File: src/rtl/nibble_serial_adder.sv
// rtl/nibble_serial_adder.sv - multi-cycle WIDTH-bit adder using one 4-bit carry-lookahead slice
//
// Purpose: adds a + b + ci one nibble per clock. Operands are captured when
// start is accepted (in IDLE or DONE), then NIB RUN cycles each push one
// nibble through the CLA slice, chaining the carry through a register.
//
// Ports:
//   clk    in   rising-edge clock
//   rst    in   synchronous active-high reset
//   start  in   request, accepted in IDLE or DONE, ignored in RUN
//   a, b   in   WIDTH-bit operands, captured on an accepted start
//   ci     in   carry-in, captured on an accepted start
//   busy   out  high while nibbles are being computed
//   done   out  one-cycle pulse when sum/co/ovf are valid
//   sum    out  WIDTH-bit result, held until the next accepted start
//   co     out  carry-out of bit WIDTH-1
//   ovf    out  two's-complement overflow
//
// WIDTH must be a multiple of 4 and at least 8.

module nibble_serial_adder #(
    parameter int WIDTH = 16
) (
    input  logic             clk,
    input  logic             rst,
    input  logic             start,
    input  logic [WIDTH-1:0] a,
    input  logic [WIDTH-1:0] b,
    input  logic             ci,
    output logic             busy,
    output logic             done,
    output logic [WIDTH-1:0] sum,
    output logic             co,
    output logic             ovf
);

    localparam int NIB = WIDTH / 4;
    localparam int IW  = $clog2(NIB);

    typedef enum logic [1:0] {
        S_IDLE = 2'd0,
        S_RUN  = 2'd1,
        S_DONE = 2'd2
    } state_t;

    state_t           state_q, state_d;
    logic [WIDTH-1:0] a_q, a_d;
    logic [WIDTH-1:0] b_q, b_d;
    logic [WIDTH-1:0] sum_q, sum_d;
    logic [IW-1:0]    idx_q, idx_d;
    logic             cr_q, cr_d;
    logic             co_q, co_d;
    logic             ovf_q, ovf_d;

    // Carry-lookahead slice on the current nibble
    logic [3:0] nib_a, nib_b, nib_p, nib_g, nib_s;
    logic       c1, c2, c3, c4;

    always_comb begin
        nib_a = a_q[{idx_q, 2'b00} +: 4];
        nib_b = b_q[{idx_q, 2'b00} +: 4];
        nib_p = nib_a ^ nib_b;
        nib_g = nib_a & nib_b;
        c1 = nib_g[0] | (nib_p[0] & cr_q);
        c2 = nib_g[1] | (nib_p[1] & nib_g[0]) | (nib_p[1] & nib_p[0] & cr_q);
        c3 = nib_g[2] | (nib_p[2] & nib_g[1]) | (nib_p[2] & nib_p[1] & nib_g[0])
           | (nib_p[2] & nib_p[1] & nib_p[0] & cr_q);
        c4 = nib_g[3] | (nib_p[3] & nib_g[2]) | (nib_p[3] & nib_p[2] & nib_g[1])
           | (nib_p[3] & nib_p[2] & nib_p[1] & nib_g[0])
           | (nib_p[3] & nib_p[2] & nib_p[1] & nib_p[0] & cr_q);
        nib_s = nib_p ^ {c3, c2, c1, cr_q};
    end

    always_comb begin
        state_d = state_q;
        a_d     = a_q;
        b_d     = b_q;
        sum_d   = sum_q;
        idx_d   = idx_q;
        cr_d    = cr_q;
        co_d    = co_q;
        ovf_d   = ovf_q;

        if (state_q == S_RUN) begin
            // start is deliberately not looked at here
            sum_d[{idx_q, 2'b00} +: 4] = nib_s;
            cr_d  = c4;
            idx_d = idx_q + IW'(1);
            if (idx_q == IW'(NIB - 1)) begin
                // c3 is the carry into the MSB of the whole word on the last nibble
                co_d    = c4;
                ovf_d   = c3 ^ c4;
                idx_d   = '0;
                state_d = S_DONE;
            end
        end else if (start) begin
            a_d     = a;
            b_d     = b;
            cr_d    = ci;
            idx_d   = '0;
            sum_d   = '0;
            co_d    = 1'b0;
            ovf_d   = 1'b0;
            state_d = S_RUN;
        end else begin
            state_d = S_IDLE;
        end
    end

    always_ff @(posedge clk) begin
        if (rst) begin
            state_q <= S_IDLE;
            a_q     <= '0;
            b_q     <= '0;
            sum_q   <= '0;
            idx_q   <= '0;
            cr_q    <= 1'b0;
            co_q    <= 1'b0;
            ovf_q   <= 1'b0;
        end else begin
            state_q <= state_d;
            a_q     <= a_d;
            b_q     <= b_d;
            sum_q   <= sum_d;
            idx_q   <= idx_d;
            cr_q    <= cr_d;
            co_q    <= co_d;
            ovf_q   <= ovf_d;
        end
    end

    assign busy = (state_q == S_RUN);
    assign done = (state_q == S_DONE);
    assign sum  = sum_q;
    assign co   = co_q;
    assign ovf  = ovf_q;

endmodule

File: config.mk
export PLATFORM = sky130hd
export DESIGN_NAME = nibble_serial_adder
export DESIGN_NICKNAME = d
export VERILOG_FILES = /design/src/rtl/nibble_serial_adder.sv
export SDC_FILE = /design/constraint.sdc
export NUM_CORES = 1
export LEC_CHECK = 0
export ABC_AREA = 1
export BUFFER_PORTS_ARGS = -buffer_cell sky130_fd_sc_hd__buf_4
export CAP_MARGIN = 40
export CORE_MARGIN = 2
export CORE_UTILIZATION = 58
export CTS_CLUSTER_SIZE = 8
export DETAILED_ROUTE_END_ITERATION = 8
export GPL_TIMING_DRIVEN = 1
export PLACE_DENSITY = 0.84
export SYNTH_ARGS = -nofsm -noshare
export SYNTH_HDL_FRONTEND = slang
export SYNTH_SLANG_ARGS = --single-unit
File: constraint.sdc
create_clock -name clk -period 4.9 [get_ports clk]
set_clock_uncertainty 0.05 [all_clocks]
set_input_delay 0.49 -clock clk [delete_from_list [all_inputs] [get_ports clk]]
set_output_delay 0.49 -clock clk [all_outputs]
set_load 0.02 [all_outputs]
==> results of run 1 <==
[cells in the mapped netlist (all sizes together), types with 2 or more instances]
cell type	count
buf	11
o22ai	8
or2	2
nand3	11
o21ai	51
a22oi	2
dfxtp	55
ha	9
inv	20
clkbuf	5
nor3	3
a21oi	17
nor2	93
nand4	4
nand2	52
[power by group]
group	internal (uW)	total, uW	switching [uW]
registers	472	493	20.5
clock network	150	288	138
logic	81.2	209	128
[routing by layer]
layer / part of all wire / routed length, um / track usage / vias to the layer above
li1: - / - / - / 1232
met5: 0 / 0 / 0 / -
met2: 0.50 / 2680 / 0.389 / 61
met4: 0.016 / 86 / 0.0818 / 0
met1: 0.44 / 2350 / 0.272 / 1051
met3: 0.048 / 258 / 0.0399 / 9
[logic make-up after synthesis]
logic type,Yosys count,share of synthesized area
adders and majority gates,10,0.0513
DFF,55,0.426
AOI/OAI and AO/OA,80,0.171
xor gates and xnor gates,1,0.00339
buffers and inverters,37,0.0629
and+or+nand+nor,166,0.285
[cell type report]
type,count,area (um^2),share of cell area
multi-input combinational,257,1320,0.428
sequential,55,1100,0.357
timing repair buffer,55,413,0.134
inverter,21,81.3,0.0264
clock buffer,6,72.6,0.0235
tap,52,65.1,0.0211
clock inverter,1,30.0,0.00974
[state kept, by name, summed over array words and instances, names as in the netlist]
register  count
a_q          16
cr_q          1
b_q          16
idx_q         2
ovf           1
sum          16
state_q       2
co            1
[worst register-to-register path, cell delays in order, from the launching register on]
cell     delay (ns)
dfxtp_1        0.88
inv_2          0.35
o21ai_0        0.25
o22ai_1        0.17
fa_1           0.44
xor2_1         0.28
nand2_1        0.11
nor2_2         0.16
a22oi_2        0.08
nor2_2         0.08
[stage by stage]
step	hold slack (ns)	worst slack, ns	total power, uW
6_report	0.362	2.02	990
5_1_grt	0.371	1.73	1040
2_1_floorplan	0.399	2.83	652
3_3_place_gp	0.402	2.13	706
4_1_cts	0.362	2.07	994
3_5_place_dp	0.405	2.08	710
[path summary, 6_finish.rpt]
| kind | startpoint | end | slack, ns | cells after the start |
|---|---|---|---|---|
| max | idx_q[0] | sum[13] | 2.02 | 9 |
| min reg2reg | sum[0] | sum[0] | 0.42 | 2 |
| max reg2reg | idx_q[0] | sum[13] | 2.02 | 9 |
| min | a[9] | a_q[9] | 0.36 | 3 |
==> impl_metrics.ini, run 1 <==
[clocking]
cts_tree = yes
htreeDepth = 2
clkSlewWorstSetupHoldPaths_ns = 0.09
post_cts_resize_count = 0
clkLatencyLatePin_ns = 0.30
post_cts_buffers = 0
cts_hold_buf = 0
cts_root_buf = clkbuf_8
clock-sinks = 55
cts_buffers = 5
clockBufferDepth = 2

[die]
rows = 24
die_h_um = 70.8
die_x_um = 70.8
core_um2 = 4320
start_util = 0.598
io_pins = 56
dieArea_um2 = 5010

[placed_design]
gp_congestion = 0.877
dp.cells = 440
io_buffers = 55
dp_hpwl_mm = 3.85
dpl_cell_area_um2 = 2980

[yosys]
synth_nets = 395
synth_flop_cell = dfxtp_1
synth_area_leaders = dfxtp_1 43%, nor2_1 12%, o21ai_0 8.3%, nand2_1 6.4%, ha_1 4.4%
ys_ff_latch = 55
async_reset_ff_frac = 0
syn_inst = 349
synth_area_um2 = 2580
ys_seq_area_frac = 0.426
ys_warn_count = 0
yosysUniqueCellTypes = 33
synth_top_area_frac = 0.426
synth_top_area_cell = dfxtp_1
syn_area_per_cell_um2 = 7.41
synth_edf_count = 0

[finish]
layout.cells.non_filler = 447
drive_above_1_share = 0.230
syn2layout_area_growth_pct = 19.3
most-common-layout-cells = 86 x nor2_1, 55 x dfxtp_1, 55 x buf_4
post-route-cell-area_um2 = 3080
finalNetCount = 441
mostFrequentLayoutCell = nor2_1
finalCoreUtilization = 0.713
diodes = 0
nFillCells = 374

[timing]
rsz0062_at_grt = false
tns_ns = 0
min_period_over_period = 0.588
tightest_slew_ns = 0.843
slew_headroom = 0.437
period_minus_slack_ns = 2.88
drv_slew = 0
fmax_mhz = 347
finalHoldViolCount = 0
setup_violations = 0

[drt]
drc_errors = 0
vias_per_cell = 5.26
detail_route.iter0.violations = 152
postRouteAntennaNets = 0
first_pass_iters = 4
wl_per_cell_um = 12.0
vias = 2353
wl_mm = 5.38

[grt]
globalRouteOverflowTotal = 0
grt_pass1_vias = 2094
grt_pass1_wl_mm = 9.09
track_usage = 0.222
antenna_found_initial = 0
grt_max_degree = 38

[worst_setup_path]
crit_family = flip-flops
critPathBufInv = 1
crit_fanout = 24
cpMostUsedCell = nor2_2
arrival_ns = 3.08
cp-start-kind = flop
crit_type = flop to flop
cp.required_ns = 5.10
cp_slowest_stage_delay_ns = 0.88
setup.worst_path.end_class = flop
critPathSlowestCell = dfxtp_1
crit_chain = inv_2 -> o21ai_0 -> o22ai_1 -> fa_1 -> xor2_1 -> nand2_1 -> nor2_2 -> a22oi_2 -> nor2_2

[power]
peakVddDrop_mv = 0.189
power_density_nw_per_um2 = 321
leakage_uw = 0.00134

[outcome]
status = finished, final reports clean

[hold_path]
min_path_type = input pin to flop

[run]
cap_viol_max_count = 0
Note: power is estimated with default switching activity, not from simulation.
==> run 2: changes to the inputs <==
CORE_UTILIZATION = 54   (was 58)
PLACE_DENSITY = 0.79   (was 0.84)
clock period = 2.99 ns   (was 4.9 ns; I/O delays follow)
==> run 2 against run 1 <==
  * Via count increased by 0.81%
  * Power increased by 58%
  * Final cell count increased by 0.89%
  * Clock power increased by 41%
  * Sequential cell count unchanged
  * Critical path type unchanged
==> impl_metrics.ini, run 2 (synthesis gave the netlist of run 1 again) <==
[clocking]
cts_root_buf = clkbuf_8
clock-sinks = 55
post_cts_resize_count = 0
clkSlewWorstSetupHoldPaths_ns = 0.10
clkLatencyLatePin_ns = 0.31
cts_hold_buf = 0
clockBufferDepth = 2
cts_tree = yes
htreeDepth = 2
cts_buffers = 5
post_cts_buffers = 0

[placed_design]
io_buffers = 55
dp_hpwl_mm = 4.10
dp_slack_ns = 0.771
gp_congestion = 0.890

[power]
switching_share = 0.314
peakVddDrop_mv = 0.321
pwr-share-clk = 0.260
netSwitchingPower_uw = 490
p_int_uw = 1070
power_frac_comb = 0.227
leakage_uw = 0.00133
share_seq_of_total_power = 0.513
power_density_nw_per_um2 = 507

[timing]
fmax_mhz = 445
tns_ns = 0
finalHoldViolCount = 0
period_minus_slack_ns = 2.25
slew_headroom = 0.465
setup_violations = 0
tightest_slew_ns = 0.802
fin_ws_ns = 0.742
min_period_over_period = 0.752
holdWs_ns = 0.165
drv_slew = 0
rsz0062_at_grt = false

[finish]
drive_above_1_share = 0.237
syn2layout_area_growth_pct = 19.2
most-common-layout-cells = 86 x nor2_1, 56 x buf_4, 55 x dfxtp_1
diodes = 0
finalNetCount = 442
mostFrequentLayoutCell = nor2_1

[drt]
vias = 2372
detail_route.iter0.violations = 110
drc_errors = 0
wl_mm = 5.53
postRouteAntennaNets = 0
wl_per_cell_um = 12.3
first_pass_iters = 4
vias_per_cell = 5.26

[worst_setup_path]
r2r_setup_slack_ns = 0.74
cp-start-kind = flop
crit_fanout = 12
cp_slowest_stage_delay_ns = 0.42
rr_endpoint = sum[14]
critPathSlowestCell = dfxtp_1
reg2regPathDepth = 11
crit_chain = inv_1 -> o21ai_0 -> o22ai_1 -> ha_1 -> nand3_1 -> nand4_1 -> nand2_2 -> nand2_2 -> nor2_2 -> nand2_1 -> a21oi_2
arrival_ns = 2.46
cp.required_ns = 3.20
setup.worst_path.end_class = flop
critPathBufInv = 1
timing.rr.start = idx_q[1]
crit_family = simple AND/OR/NAND/NOR gates
crit_type = flop to flop
cpMostUsedCell = nand2_2

[grt]
track_usage = 0.219
grt_max_degree = 38
grt_pass1_vias = 2133
grt_pass1_wl_mm = 9.17
globalRouteOverflowTotal = 0
antenna_found_initial = 0

[run]
cap_viol_max_count = 0

[die]
dieArea_um2 = 5360
rows = 25
io_pins = 56
core_um2 = 4660
die_x_um = 73.2
start_util = 0.555
die_h_um = 73.2

[hold_path]
worstHoldStart = a[10]
min_to = a_q[10]
min_path_type = input pin to flop
worstHoldPathCells = 3

[outcome]
status = finished, final reports clean
## run 2: cell types whose count changed in the layout (fill, tap and decap cells not counted), sizes merged
cell | before | now
buf | 55 | 56
bufinv | 1 | 0
clkbuf | 6 | 5
clkinv | 1 | 2
clkinvlp | 0 | 2
## run 2: routing by layer
layer | global-route usage | up-vias | part of all wire
met2 | 0.400 | 57 | 0.50
met4 | 0.0905 | 0 | 0.016
met5 | 0 | - | 0
met1 | 0.250 | 1073 | 0.44
met3 | 0.0373 | 7 | 0.042
li1 | - | 1235 | -
## run 2: how the worst max path moves through the flow
stage | depth (start not counted) | to | startpoint
floorplan | 12 | sum[14] | idx_q[0]
global placement | 9 | sum[5] | idx_q[1]
detailed placement | 11 | sum[14] | idx_q[1]
CTS | 11 | sum[14] | idx_q[1]
global route | 10 | sum[7] | idx_q[1]
finish | 11 | sum[14] | idx_q[1]
## run 2: layout make-up
class	instances	area (um^2)
clock inverter	3	20.0
tap	54	67.6
fill	443	1580
inverter	21	81.3
clock buffer	5	68.8
timing repair buffer	56	420
multi-input combinational	257	1320
sequential	55	1100
## run 2: worst min-delay path, stage by stage
cell and delay (ns):
buf_4 0.07, o21ai_1 0.05, nor2_1 0.07
## run 2: through the flow
step	util	cell area [um^2]	power, uW	instances
after floorplan	-	2580	1070	349
after global placement	0.642	2990	1160	443
after detailed placement	0.642	2990	1170	443
after CTS	0.661	3080	1570	451
after global routing	0.661	3080	1650	451
final	0.661	3080	1560	451
## run 2: power groups by stage
stage / logic, uW / registers, uW / clock network [uW]
finish: 355 / 801 / 406
global route: 396 / 806 / 447
CTS: 354 / 801 / 416
detailed placement: 352 / 818 / 0
global placement: 346 / 816 / 0
floorplan: 253 / 815 / 0
